<file path="src/rtl/uart_pkg.sv">
// uart_pkg
// Definitions shared by the UART transmitter and receiver. It holds the FSM
// state encodings, the number of data bits per frame and the bit-period clamp.
// The state encodings are plain localparam constants so older code that
// compares raw state values keeps working.
package uart_pkg;

  localparam int DATA_BITS = 8;

  typedef logic [2:0] state_t;

  localparam state_t ST_IDLE       = 3'd0;
  localparam state_t ST_START_BIT  = 3'd1;
  localparam state_t ST_SEND_DATA  = 3'd2;
  localparam state_t ST_PARITY_BIT = 3'd3;
  localparam state_t ST_STOP_BIT   = 3'd4;

  // A divider of 0 or 1 both mean one clock per bit, so the bit counter
  // always has a non-zero period.
  function automatic logic [31:0] bit_len(input logic [31:0] clk_div);
    return (clk_div < 32'd2) ? 32'd1 : clk_div;
  endfunction

endpackage

</file>
<file path="src/rtl/uart_tx_fifo.sv">
// uart_tx_fifo
// Synchronous FIFO that buffers bytes for the UART transmitter.
// Ports:
//   clk, rst     system clock, synchronous active-high reset
//   flush        empties the FIFO on the next edge, the same as rst
//   push, din    write request and its data
//   pop          read request; dout always shows the head entry
//   full, empty  occupancy flags, derived from the registered count
//   count        number of stored entries
//   count_next   the value count takes at the next edge, so the parent can
//                register status that must agree with count
// A push while full is accepted only when a pop happens in the same cycle.
// FIFO_DEPTH must be a power of two so the pointers wrap for free.
module uart_tx_fifo #(
  parameter int FIFO_DEPTH = 4,
  parameter int WIDTH      = 8
) (
  input  logic                          clk,
  input  logic                          rst,
  input  logic                          flush,
  input  logic                          push,
  input  logic                          pop,
  input  logic [WIDTH-1:0]              din,
  output logic [WIDTH-1:0]              dout,
  output logic                          full,
  output logic                          empty,
  output logic [$clog2(FIFO_DEPTH):0]   count,
  output logic [$clog2(FIFO_DEPTH):0]   count_next
);

  localparam int AW = $clog2(FIFO_DEPTH);
  localparam int CW = AW + 1;

  logic [WIDTH-1:0] mem [FIFO_DEPTH];
  logic [AW-1:0]    wr_ptr;
  logic [AW-1:0]    rd_ptr;
  logic             do_push;
  logic             do_pop;

  assign empty   = (count == '0);
  assign full    = (count == CW'(FIFO_DEPTH));
  assign dout    = mem[rd_ptr];
  assign do_pop  = pop && !empty;
  assign do_push = push && (!full || do_pop);

  // Next occupancy; a flush wins over any push or pop in the same cycle.
  always_comb begin
    count_next = count;
    if (flush) begin
      count_next = '0;
    end else begin
      count_next = count + CW'(do_push) - CW'(do_pop);
    end
  end

  // Pointer and count registers.
  always_ff @(posedge clk) begin
    if (rst || flush) begin
      wr_ptr <= '0;
      rd_ptr <= '0;
      count  <= '0;
    end else begin
      if (do_push) wr_ptr <= wr_ptr + AW'(1);
      if (do_pop)  rd_ptr <= rd_ptr + AW'(1);
      count <= count_next;
    end
  end

  // Storage needs no reset; entries are only read once they have been written.
  always_ff @(posedge clk) begin
    if (do_push && !rst && !flush) mem[wr_ptr] <= din;
  end

endmodule

</file>
<file path="src/rtl/uart_transmit.sv">
// uart_transmit
// UART transmitter. Bytes are queued in a small FIFO and sent LSB-first on tx
// as 8N1 frames. When the macro UART_TX_PARITY_EN is defined, the frames are
// 8E1 instead: an even parity bit goes between data bit 7 and the stop bit.
// Ports:
//   clk, rst   system clock, synchronous active-high reset
//   clk_div    clock cycles per bit (0 and 1 both mean 1); shared with the receiver
//   wr         write strobe, queues tx_data
//   tx_data    byte to queue
//   irq_en     enables the transmit-done interrupt
//   tx         serial line, idles high
//   full       FIFO full; a write while full is dropped unless a pop happens the same cycle
//   busy       a frame is on the line or bytes are still queued
//   irq        level interrupt: enabled, idle and nothing left to send
module uart_transmit
  import uart_pkg::*;
#(
  parameter int FIFO_DEPTH = 4
) (
  input  logic        clk,
  input  logic        rst,
  input  logic [31:0] clk_div,
  input  logic        wr,
  input  logic [7:0]  tx_data,
  input  logic        irq_en,
  output logic        tx,
  output logic        full,
  output logic        busy,
  output logic        irq
);

  state_t                   state, state_n;
  logic                     tx_n;
  logic [31:0]              clk_cnt, clk_cnt_n;
  logic [2:0]               bit_idx, bit_idx_n;
  logic [DATA_BITS-1:0]     shift_reg, shift_n;
  logic                     bit_end;
  logic                     pop;
  logic                     flush;
  logic [DATA_BITS-1:0]     fifo_dout;
  logic                     fifo_empty;
  logic [$clog2(FIFO_DEPTH):0] fifo_count;
  logic [$clog2(FIFO_DEPTH):0] fifo_count_next;
`ifdef UART_TX_PARITY_EN
  logic                     parity_reg, parity_n;
`endif

  uart_tx_fifo #(
    .FIFO_DEPTH (FIFO_DEPTH),
    .WIDTH      (DATA_BITS)
  ) u_fifo (
    .clk        (clk),
    .rst        (rst),
    .flush      (flush),
    .push       (wr),
    .pop        (pop),
    .din        (tx_data),
    .dout       (fifo_dout),
    .full       (full),
    .empty      (fifo_empty),
    .count      (fifo_count),
    .count_next (fifo_count_next)
  );

  // The comparison uses >= so that lowering clk_div in the middle of a bit
  // ends that bit at the next edge rather than letting the counter run away.
  assign bit_end = (clk_cnt >= (bit_len(clk_div) - 32'd1));

  // Next-state logic for the framer. tx is registered, so each assignment to
  // tx_n here is the line level for the bit that starts at the next edge.
  // Loading a byte happens both from IDLE and directly out of the stop bit,
  // which is what makes back-to-back frames gap-free.
  always_comb begin
    state_n   = state;
    tx_n      = tx;
    clk_cnt_n = clk_cnt;
    bit_idx_n = bit_idx;
    shift_n   = shift_reg;
    pop       = 1'b0;
    flush     = 1'b0;
`ifdef UART_TX_PARITY_EN
    parity_n  = parity_reg;
`endif

    if (state != ST_IDLE) begin
      clk_cnt_n = bit_end ? 32'd0 : clk_cnt + 32'd1;
    end

    case (state)
      ST_IDLE: begin
        clk_cnt_n = 32'd0;
        if (!fifo_empty) begin
          pop       = 1'b1;
          shift_n   = fifo_dout;
          bit_idx_n = 3'd0;
`ifdef UART_TX_PARITY_EN
          parity_n  = ^fifo_dout;
`endif
          tx_n      = 1'b0;
          state_n   = ST_START_BIT;
        end
      end

      ST_START_BIT: begin
        if (bit_end) begin
          tx_n      = shift_reg[0];
          shift_n   = {1'b0, shift_reg[DATA_BITS-1:1]};
          bit_idx_n = 3'd0;
          state_n   = ST_SEND_DATA;
        end
      end

      ST_SEND_DATA: begin
        if (bit_end) begin
          if (bit_idx == 3'(DATA_BITS - 1)) begin
`ifdef UART_TX_PARITY_EN
            tx_n    = parity_reg;
            state_n = ST_PARITY_BIT;
`else
            tx_n    = 1'b1;
            state_n = ST_STOP_BIT;
`endif
          end else begin
            tx_n      = shift_reg[0];
            shift_n   = {1'b0, shift_reg[DATA_BITS-1:1]};
            bit_idx_n = bit_idx + 3'd1;
          end
        end
      end

`ifdef UART_TX_PARITY_EN
      ST_PARITY_BIT: begin
        if (bit_end) begin
          tx_n    = 1'b1;
          state_n = ST_STOP_BIT;
        end
      end
`endif

      ST_STOP_BIT: begin
        if (bit_end) begin
          if (!fifo_empty) begin
            pop       = 1'b1;
            shift_n   = fifo_dout;
            bit_idx_n = 3'd0;
`ifdef UART_TX_PARITY_EN
            parity_n  = ^fifo_dout;
`endif
            tx_n      = 1'b0;
            state_n   = ST_START_BIT;
          end else begin
            tx_n    = 1'b1;
            state_n = ST_IDLE;
          end
        end
      end

      // An unknown encoding recovers exactly as a reset would, FIFO included.
      default: begin
        flush     = 1'b1;
        tx_n      = 1'b1;
        clk_cnt_n = 32'd0;
        bit_idx_n = 3'd0;
        state_n   = ST_IDLE;
      end
    endcase
  end

  // Framer registers. busy is built from the next state and next FIFO count
  // so that, once registered, it always agrees with state and count.
  always_ff @(posedge clk) begin
    if (rst) begin
      state     <= ST_IDLE;
      tx        <= 1'b1;
      clk_cnt   <= 32'd0;
      bit_idx   <= 3'd0;
      shift_reg <= '0;
      busy      <= 1'b0;
`ifdef UART_TX_PARITY_EN
      parity_reg <= 1'b0;
`endif
    end else begin
      state     <= state_n;
      tx        <= tx_n;
      clk_cnt   <= clk_cnt_n;
      bit_idx   <= bit_idx_n;
      shift_reg <= shift_n;
      busy      <= (state_n != ST_IDLE) || (fifo_count_next != '0);
`ifdef UART_TX_PARITY_EN
      parity_reg <= parity_n;
`endif
    end
  end

  // Transmit-done interrupt. A write clears it on the following cycle even
  // before the byte is visible in the FIFO count.
  always_ff @(posedge clk) begin
    if (rst) begin
      irq <= 1'b0;
    end else begin
      irq <= irq_en && !wr && (state == ST_IDLE) && (fifo_count == '0);
    end
  end

endmodule
</file>
<file path="config.mk">
export PLATFORM = sky130hd
export DESIGN_NAME = uart_transmit
export DESIGN_NICKNAME = d
export VERILOG_FILES = /design/src/rtl/uart_pkg.sv /design/src/rtl/uart_tx_fifo.sv /design/src/rtl/uart_transmit.sv
export SDC_FILE = /design/constraint.sdc
export NUM_CORES = 1
export LEC_CHECK = 0
export CAP_MARGIN = 20
export CORE_MARGIN = 2
export CORE_UTILIZATION = 60
export DETAILED_ROUTE_END_ITERATION = 8
export DONT_BUFFER_PORTS = 1
export GPL_TIMING_DRIVEN = 0
export PLACE_DENSITY = 0.83
export SYNTH_ARGS = -nofsm -noshare
export SYNTH_HDL_FRONTEND = slang
export SYNTH_SLANG_ARGS = --single-unit
</file>
<file path="constraint.sdc">
create_clock -name clk -period 16.8 [get_ports clk]
set_input_delay 3.36 -clock clk [delete_from_list [all_inputs] [get_ports clk]]
set_output_delay 3.36 -clock clk [all_outputs]
set_load 0.03 [all_outputs]
</file>
Yosys cells after proc, flatten, opt, wreduce, memory -nomap -nowiden
Memories as Yosys holds them, arrays and structs flattened. A register that Yosys moved wholly into a read port is not among the register bits.
Cells that the tools add are included.
{"block": "totals", "ff_bits": 56, "ramBits": 32, "inputBits": 44, "n_memories": 1}
{"block": "op_classes", "n_addsub": 7, "magnitude_cmp": 2, "n_eq_ne": 10, "mux": 37, "n_bitwise": 1, "n_reduce_logical": 26}
{"memory": "u_fifo.mem", "words": 4, "word_bits": 8, "read_ports": 1, "rd_clocked_by_memory_dff": 1, "wr": 1, "line": "uart_tx_fifo.sv:34", "source": "logic [WIDTH-1:0] mem [FIFO_DEPTH];"}
{"op": "2-to-1 mux 32 bit", "n": 2}
{"op": "2-to-1 mux 8 bit", "n": 5}
{"op": "2-to-1 mux 3 bit", "n": 11}
{"op": "adder 32 x 1 -> 32 bit, second input constant", "n": 1}
{"op": ">= comparator 32 bit", "n": 1}
{"op": "less-than comparator 32 x 2 -> 1 bit, second input constant", "n": 1}
{"op": "one-hot mux 8 bit (4 select lines)", "n": 1}
{"op": "subtractor 32 x 1 -> 32 bit, second input constant", "n": 1}
{"op": "one-hot mux 3 bit (4 select lines)", "n": 2}
{"op": "2-to-1 mux 1 bit", "n": 12}
{"op": "inequality test 2 bit, second input constant", "n": 5}
{"op": "equality test 3 bit, second input constant", "n": 3}
{"op": "nonzero test 3 bit", "n": 3}
{"op": "AND reduction 4 bit", "n": 2}
{"op": "logical AND 1 bit", "n": 7}
{"op": "zero test 3 bit", "n": 2}
{"op": "AND reduction 5 bit", "n": 1}
{"op": "adder 2 x 1 -> 2 bit, second input constant", "n": 2}
{"op": "zero test 1 bit", "n": 4}
{"op": "2-to-1 mux 2 bit", "n": 2}
{"op": "one-hot mux 1 bit (4 select lines)", "n": 1}
{"op": "nonzero test 4 bit", "n": 1}
{"op": "OR reduction 4 bit", "n": 1}
{"op": "adder 3 x 1 -> 3 bit", "n": 1}
{"op": "9 further kinds", "n": 11}

Depth between registers and ports, before layout
Gate-level depths: netlist of run 1.
{"block": "depth", "depth_word": 14, "mapped_depth": 29, "ltp_nobuf": 26}

Cells and area by module
A second synthesis of run 1 with hierarchy kept.
{"block": "unflattened", "cells_unflattened": 536, "area_unflattened_um2": 5281.3}
{"module": "uart_transmit", "n_inst": 1, "cells_each": 442, "area_each_um2": 3641.0}
{"module": "uart_tx_fifo", "n_inst": 1, "cells_each": 94, "area_each_um2": 1640.3}

Worst setup path after synthesis of run 1
No wires, ideal clock.
{"block": "synth_timing", "path_kind": "input-to-reg", "start": "input port clk_div[22]", "end": "register busy", "arrival_ns": 8.875, "required_time_ns": 16.676, "setup_slack_ns": 7.801, "cell_stages": 28, "n_path_buf": 3, "cell_sequence": "or4_4 -> or4_1 -> buf_2 -> nor4_4 -> a21oi_1 -> ha_1 -> nand2_1 -> or2_2 -> clkbuf_1 -> or3_4 -> or2_1 -> buf_6 -> nor4_2 -> xnor2_1 -> ha_1 -> and4_1 -> a221oi_1 -> o21ai_0 -> a211oi_2 -> or3_1 -> o21ai_0 -> ha_1 -> inv_1 -> fa_1 -> xor2_1 -> xnor2_1 -> a31oi_1 -> a2111o_1"}
{"block": "synth_via", "elab_chain_cells": 14}
{"element": "from (decl)", "line": "uart_transmit.sv:22", "source": "input logic [31:0] clk_div,"}
{"element": "less-than comparator 32 x 2 -> 1 bit", "line": "uart_pkg.sv:21", "source": "return (clk_div < 32'd2) ? 32'd1 : clk_div;"}
{"element": "2-to-1 mux 32 bit (*)", "line": "uart_pkg.sv:21"}
{"element": "subtractor 32 x 1 -> 32 bit (*)", "line": "uart_transmit.sv:67", "source": "assign bit_end = (clk_cnt >= (bit_len(clk_div) - 32'd1));"}
{"element": ">= comparator 32 bit (*)", "line": "uart_transmit.sv:67"}
{"element": "2-to-1 mux 1 bit", "line": "uart_transmit.sv:141", "source": "if (bit_end) begin"}
{"element": "one-hot mux 1 bit (2 select lines)", "line": "uart_transmit.sv:89", "source": "case (state)"}
{"element": "logical AND 1 bit", "line": "uart_tx_fifo.sv:43", "source": "assign do_pop = pop && !empty;"}
{"element": "logical OR 1 bit", "line": "uart_tx_fifo.sv:44", "source": "assign do_push = push && (!full || do_pop);"}
{"element": "logical AND 1 bit", "line": "uart_tx_fifo.sv:44"}
{"element": "adder 3 x 1 -> 3 bit", "line": "uart_tx_fifo.sv:52", "source": "count_next = count + CW'(do_push) - CW'(do_pop);"}
{"element": "subtractor 3 x 1 -> 3 bit", "line": "uart_tx_fifo.sv:52"}
{"element": "2-to-1 mux 3 bit", "line": "uart_tx_fifo.sv:49", "source": "if (flush) begin"}
{"element": "nonzero test 3 bit", "line": "uart_transmit.sv:188", "source": "busy <= (state_n != ST_IDLE) || (fifo_count_next != '0);"}
{"element": "logical OR 1 bit (*)", "line": "uart_transmit.sv:188"}
{"element": "to (signal assigned)", "line": "uart_transmit.sv:188"}
{"element": "to (decl)", "line": "uart_transmit.sv:28", "source": "output logic busy,"}
Every way passes the cells marked *; elsewhere a longest branch is shown, timed or not.
A chain may end at the register's enable or synchronous reset.

Final worst setup path of run 1
Ends and elaborated chain as after synthesis.

==> results.json, run 1 <==
{
  "status": "finished, final reports clean",
  "ir_drop_mv": 0.08543,
  "cp.arrival_ns": 9.88,
  "end_kind": "register",
  "cts-root-buf": "clkbuf_8",
  "drv_slew": 0,
  "placed_cell_area_um2": 5306,
  "start_util_pct": 62.35,
  "synth_area_leaders": "dfxtp_1, edfxtp_1, ha_1, xnor2_1, nor2_1",
  "synth_area_per_cell_um2": 9.895,
  "vias_per_cell": 6.009,
  "dr_total_vias": 3870,
  "cts_buffer_depth": 2,
  "synth-seq-area-share_pct": 41.01,
  "cts_setup_buffers": 0,
  "synth_area_um2": 5175,
  "clock_latency_ns": 0.38,
  "fin_area_um2": 5509,
  "maxCapViolCount": 0,
  "cts_tree": "done",
  "dieArea_um2": 9384,
  "grt_max_degree": 20,
  "cts_buffers": 9,
  "numPortBuffers": 0,
  "worstPathMaxFanout": 8,
  "synthTopCellsByCount": "nor2_1, dfxtp_1, ha_1",
  "first_global_vias": 4019,
  "power_density_nw_per_um2": 105.9,
  "antenna_found_initial": 0,
  "netlist_instances": 523,
  "die_h_um": 96.87,
  "layout-drive-gt1-share_pct": 7.978,
  "fin_crit_sh_pct": 57.30,
  "hold_slack_ns": 0.4841,
  "avgRoutedWirePerCell_um": 15.72,
  "rsz0062_at_grt": "no",
  "dr.pass1.iters": 4,
  "startpoint_type": "input port",
  "layout_min_cycle_time_ns": 9.627,
  "synth-edff-count": 32,
  "mappedNetlistNets": 609,
  "die_width_um": 96.87,
  "post-route-util_pct": 66.38,
  "post-place-cells": 628,
  "drc": 0,
  "max-slew-margin-rel_pct": 27.17,
  "std_cell_rows": 33,
  "cts-hold-fix-buffers": 0,
  "ant_nets": 0,
  "grt_overflow": 0,
  "synth_most_common_cell": "nor2_1",
  "criticalPathCategory": "in -> reg",
  "worst_slew_pin_slew_ns": 1.090,
  "synth_top_area_share_pct": 22.44,
  "grt_pass1_wl_um": 17530,
  "finalHoldViolations": 0,
  "cts.clk_slew.worst_paths_ns": 0.09,
  "yosysTopAreaCell": "dfxtp_1",
  "core_area_um2": 8299,
  "grt_usage_pct": 22.57,
  "dp_hpwl_um": 7756,
  "synth_warnings": 0,
  "crit_required_ns": 17.06,
  "place_congestion": 0.8769,
  "final_cells": 644,
  "cts_sinks": 90,
  "io_pins": 48,
  "ys.flop_type": "dfxtp_1",
  "finClkSkew_ns": 0.01569,
  "drt_iter0_markers": 199,
  "setup_viol": 0,
  "fmax_mhz": 103.9,
  "cts.repair.resized": 0,
  "fin_tns_setup_ns": 0,
  "hold_path_class": "reg -> reg",
  "p_leak_nw": 2.016,
  "cp_slowest_cell": "or4_4",
  "ys_seq_elements": 90,
  "areaGrowthSynthToFinish_pct": 6.455,
  "synth-async-reset-ratio_pct": 0,
  "slowest_delay_ns": 0.55,
  "finalWirelength_um": 10130,
  "num-nets-final": 620,
  "synth_cell_types": 54,
  "cts_max_level": 3,
  "diodes": 0
}
## layout make-up
type / count / area (µm²)
sequential: 90 / 2122
tap: 105 / 131.4
multi-input combinational: 399 / 2909
clock inverter: 7 / 78.83
buffer: 19 / 87.58
fill: 646 / 2790
inverter: 15 / 56.30
clock buffer: 9 / 123.9
## cells in the final DEF (no fill, tap or decap), types with 13 or more instances in the layout
| master | instances |
|---|---|
| edfxtp_1 | 32 |
| xnor2_1 | 36 |
| nand3_1 | 18 |
| and3_1 | 13 |
| nor3_1 | 13 |
| ha_1 | 41 |
| nand2_1 | 30 |
| o21ai_0 | 24 |
| clkbuf_1 | 14 |
| a21oi_1 | 15 |
| xor2_1 | 28 |
| dfxtp_1 | 58 |
| nor2_1 | 78 |
| inv_1 | 15 |
## final timing paths
check	start	end	slack [ns]	cells after the start
worst min register to register	shift_reg[7]$_SDFFE_PP0P_	shift_reg[7]$_SDFFE_PP0P_	0.48	2
worst max register to register	clk_cnt[22]$_SDFFE_PP0N_	busy$_SDFF_PP0_	12.94	14
worst min-delay path	shift_reg[7]$_SDFFE_PP0P_	shift_reg[7]$_SDFFE_PP0P_	0.48	2
worst max-delay path	clk_div[22]	busy$_SDFF_PP0_	7.17	28
## critical path, delay by kind of cell
family | cells | cell delay, ns
adder cells (fa/ha/maj) | 4 | 1.14
buffers and inverters | 4 | 0.62
XOR/XNOR | 3 | 0.48
AND/OR/NAND/NOR | 9 | 2.27
AO/OA/AOI/OAI | 8 | 2.01
## stage by stage
stage               total power, W  setup slack (ns)
global placement         0.0004298             6.869
CTS                      0.0005871             7.130
floorplan                0.0004036             7.801
detailed placement       0.0004394             6.758
global route             0.0006176             6.588
finish                   0.0005834             7.173
## kinds of logic after synthesis
family,Yosys count,synth area share [%]
XOR/XNOR,64,10.83
AND/OR/NAND/NOR,207,21.08
adder cells (fa/ha/maj),42,10.30
flip-flops,90,41.01
AO/OA/AOI/OAI,69,8.777
buffers and inverters,34,2.780
multiplexers,17,5.222
## metal layers
layer	up-vias	wire length (µm)	GRT usage, %
met5	-	0	0
met4	0	167	7.584
met3	13	460	5.202
met2	94	5190	40.17
met1	1847	4306	26.82
li1	1916	-	-
## report_power, final
| group | leakage [nW] | switching (W) | internal (W) |
|---|---|---|---|
| logic | 1.15 | 0.0000880 | 0.0000679 |
| registers | 0.763 | 0.0000222 | 0.000256 |
| clock network | 0.104 | 0.0000898 | 0.0000596 |
| total | 2.02 | 0.000200 | 0.000383 |
Power figures use the tool's default switching activity.
==> run 2, diff against run 1 <==
Settings changed: ABC_AREA from default to 1, CORE_UTILIZATION 60 to 58.
Clock period 16.8 ns to 8 ns, I/O delays scaled along.
==> run 2 against run 1 <==
Effect of this change: flip-flop and latch count stayed put; area after synthesis rose by 12%; via count rose by 26%; sequential share of layout area shrank 4.3 points; die area up 15%; critical endpoint unchanged; clock skew fell by 0.0056 ns; largest cell class unchanged; non-clock buffer count fell by 10.
==> results.json, run 2 <==
{
  "status": "finished, final reports clean",
  "cts_buffers": 9,
  "cts.repair.resized": 0,
  "cts-hold-fix-buffers": 0,
  "max-slew-margin-rel_pct": 31.94,
  "cts_max_level": 3,
  "cts_sinks": 90,
  "antenna_found_initial": 0,
  "muxShareOfSynthArea_pct": 0,
  "cp.arrival_ns": 6.21,
  "maxCapViolCount": 0,
  "diodes": 0,
  "worst_path_most_repeated_cell": "nand2_1",
  "ys_seq_elements": 90,
  "crit_required_ns": 8.30,
  "synth_area_per_cell_um2": 7.558,
  "drc": 0,
  "yosys.area_share.simple_pct": 31.15,
  "synth_top_family_by_area": "simple AND/OR/NAND/NOR gates",
  "ir_drop_mv": 0.1129,
  "drv_slew": 0,
  "vias_per_cell": 5.325,
  "synth_fa_ha_area_share_pct": 9.171,
  "avgRoutedWirePerCell_um": 13.29,
  "synth-edff-count": 32,
  "synth_compound_area_share_pct": 8.719,
  "cts_setup_buffers": 0,
  "grt_pass1_wl_um": 20870,
  "synth-async-reset-ratio_pct": 0,
  "dr.pass1.iters": 5,
  "synth_top_area_share_pct": 19.98,
  "grt_overflow": 0,
  "die_h_um": 104.1,
  "yosysTopAreaCell": "dfxtp_1",
  "worstPathBufferInverterCount": 6,
  "finClkSkew_ns": 0.01007,
  "grt_max_degree": 15,
  "clock_latency_ns": 0.36,
  "numPortBuffers": 0,
  "synthTopCellsByCount": "nand2_1, nor2_1, inv_1",
  "synth_most_common_cell": "nand2_1",
  "startpoint_type": "input port",
  "finalHoldViolations": 0,
  "synth_warnings": 0,
  "netlist_instances": 769,
  "synth_cell_types": 46,
  "num-nets-final": 866,
  "cts_tree": "done",
  "fmax_mhz": 169.0,
  "end_kind": "register",
  "worst_slew_pin_slew_ns": 1.013,
  "start_util_pct": 59.74,
  "final_cell_mix": "nand2_1, nor2_1, inv_1, dfxtp_1, ha_1",
  "mostFrequentLayoutCell": "nand2_1",
  "synth_xor_area_share_pct": 6.631,
  "cts_buffer_depth": 2,
  "cp_top_family": "simple AND/OR/NAND/NOR gates",
  "ant_nets": 0,
  "p_leak_nw": 2.681,
  "synth_area_leaders": "dfxtp_1, edfxtp_1, nand2_1, ha_1, nor2_1",
  "fin_tns_setup_ns": 0,
  "layout_min_cycle_time_ns": 5.916,
  "cp_slowest_cell": "fa_1",
  "finalWirelength_um": 12190,
  "cts-root-buf": "clkbuf_8",
  "criticalPathCategory": "in -> reg",
  "dieArea_um2": 10840,
  "areaGrowthSynthToFinish_pct": 6.717,
  "fin_area_um2": 6202,
  "std_cell_rows": 36,
  "power_density_nw_per_um2": 222.4,
  "layout-drive-gt1-share_pct": 9.566,
  "mappedNetlistNets": 855,
  "placed_cell_area_um2": 5978,
  "fin_crit_sh_pct": 73.94,
  "dp_hpwl_um": 9803,
  "core_area_um2": 9729,
  "io_pins": 48,
  "synth_area_um2": 5812,
  "cts.clk_slew.worst_paths_ns": 0.08,
  "drt_iter0_markers": 308,
  "ys.flop_type": "dfxtp_1",
  "rsz0062_at_grt": "no",
  "hold_slack_ns": 0.4889,
  "grt_usage_pct": 23.31,
  "dr_total_vias": 4883,
  "hold_path_class": "reg -> reg",
  "setup_viol": 0,
  "first_global_vias": 4877,
  "synth-seq-area-share_pct": 36.51,
  "die_width_um": 104.1,
  "place_congestion": 0.8891,
  "fill_cells": 843,
  "worstPathMaxFanout": 6,
  "slowest_delay_ns": 0.43
}
-- run 2: layout make-up --
cell class / instances / area [µm²] / area share, %
clock buffer: 14 / 193.9 / 3.127
multi-input combinational: 562 / 3236 / 52.17
tap: 133 / 166.4 / 2.683
buffer: 9 / 48.80 / 0.7868
inverter: 108 / 405.4 / 6.536
clock inverter: 1 / 30.03 / 0.4842
sequential: 90 / 2122 / 34.21
-- run 2: per-layer routing --
layer	GRT usage [%]	up-vias	share of wire, %
met3	4.887	16	5.1
li1	-	2523	-
met4	9.363	0	2.1
met5	0	-	0
met1	27.43	2238	44
met2	41.35	106	49
-- run 2: worst paths after layout --
check             cells past startpoint                      from                      end  slack (ns)
setup / recovery                     35               clk_div[18]          busy$_SDFF_PP0_        2.08
hold / removal                        2   bit_idx[0]$_SDFFE_PP0P_  bit_idx[0]$_SDFFE_PP0P_        0.49
setup reg to reg                     17  clk_cnt[25]$_SDFFE_PP0N_          busy$_SDFF_PP0_        4.81
hold reg to reg                       2   bit_idx[0]$_SDFFE_PP0P_  bit_idx[0]$_SDFFE_PP0P_        0.49
-- run 2: tightest hold or removal path, delay by kind of cell (launching register included) --
family	cells	cell delay, ns
flip-flops	1	0.33
AND/OR/NAND/NOR	1	0.07
AO/OA/AOI/OAI	1	0.05
-- run 2: through the flow --
stage          worst slack (ns)  utilization, %  cells  total power [W]
2_1_floorplan             2.505               -    769        0.0009402
3_3_place_gp              1.870           61.45    902         0.001024
3_5_place_dp              1.761           61.45    902         0.001050
4_1_cts                   2.099           63.75    917         0.001384
5_1_grt                   1.596           63.75    917         0.001476
6_report                  2.084           63.75    917         0.001379
-- run 2: logic make-up after synthesis --
logic type                 count (synthesis)
adders and majority gates                 42
xor gates and xnor gates                  44
DFF                                       90
buffers and inverters                    117
AOI/OAI and AO/OA                         91
and+or+nand+nor                          385
-- run 2: where the power goes --
part           leakage [nW]  switching, W  internal, W
logic                  1.80      0.000304     0.000163
clock network         0.114      0.000148     0.000188
registers             0.763     0.0000472     0.000529
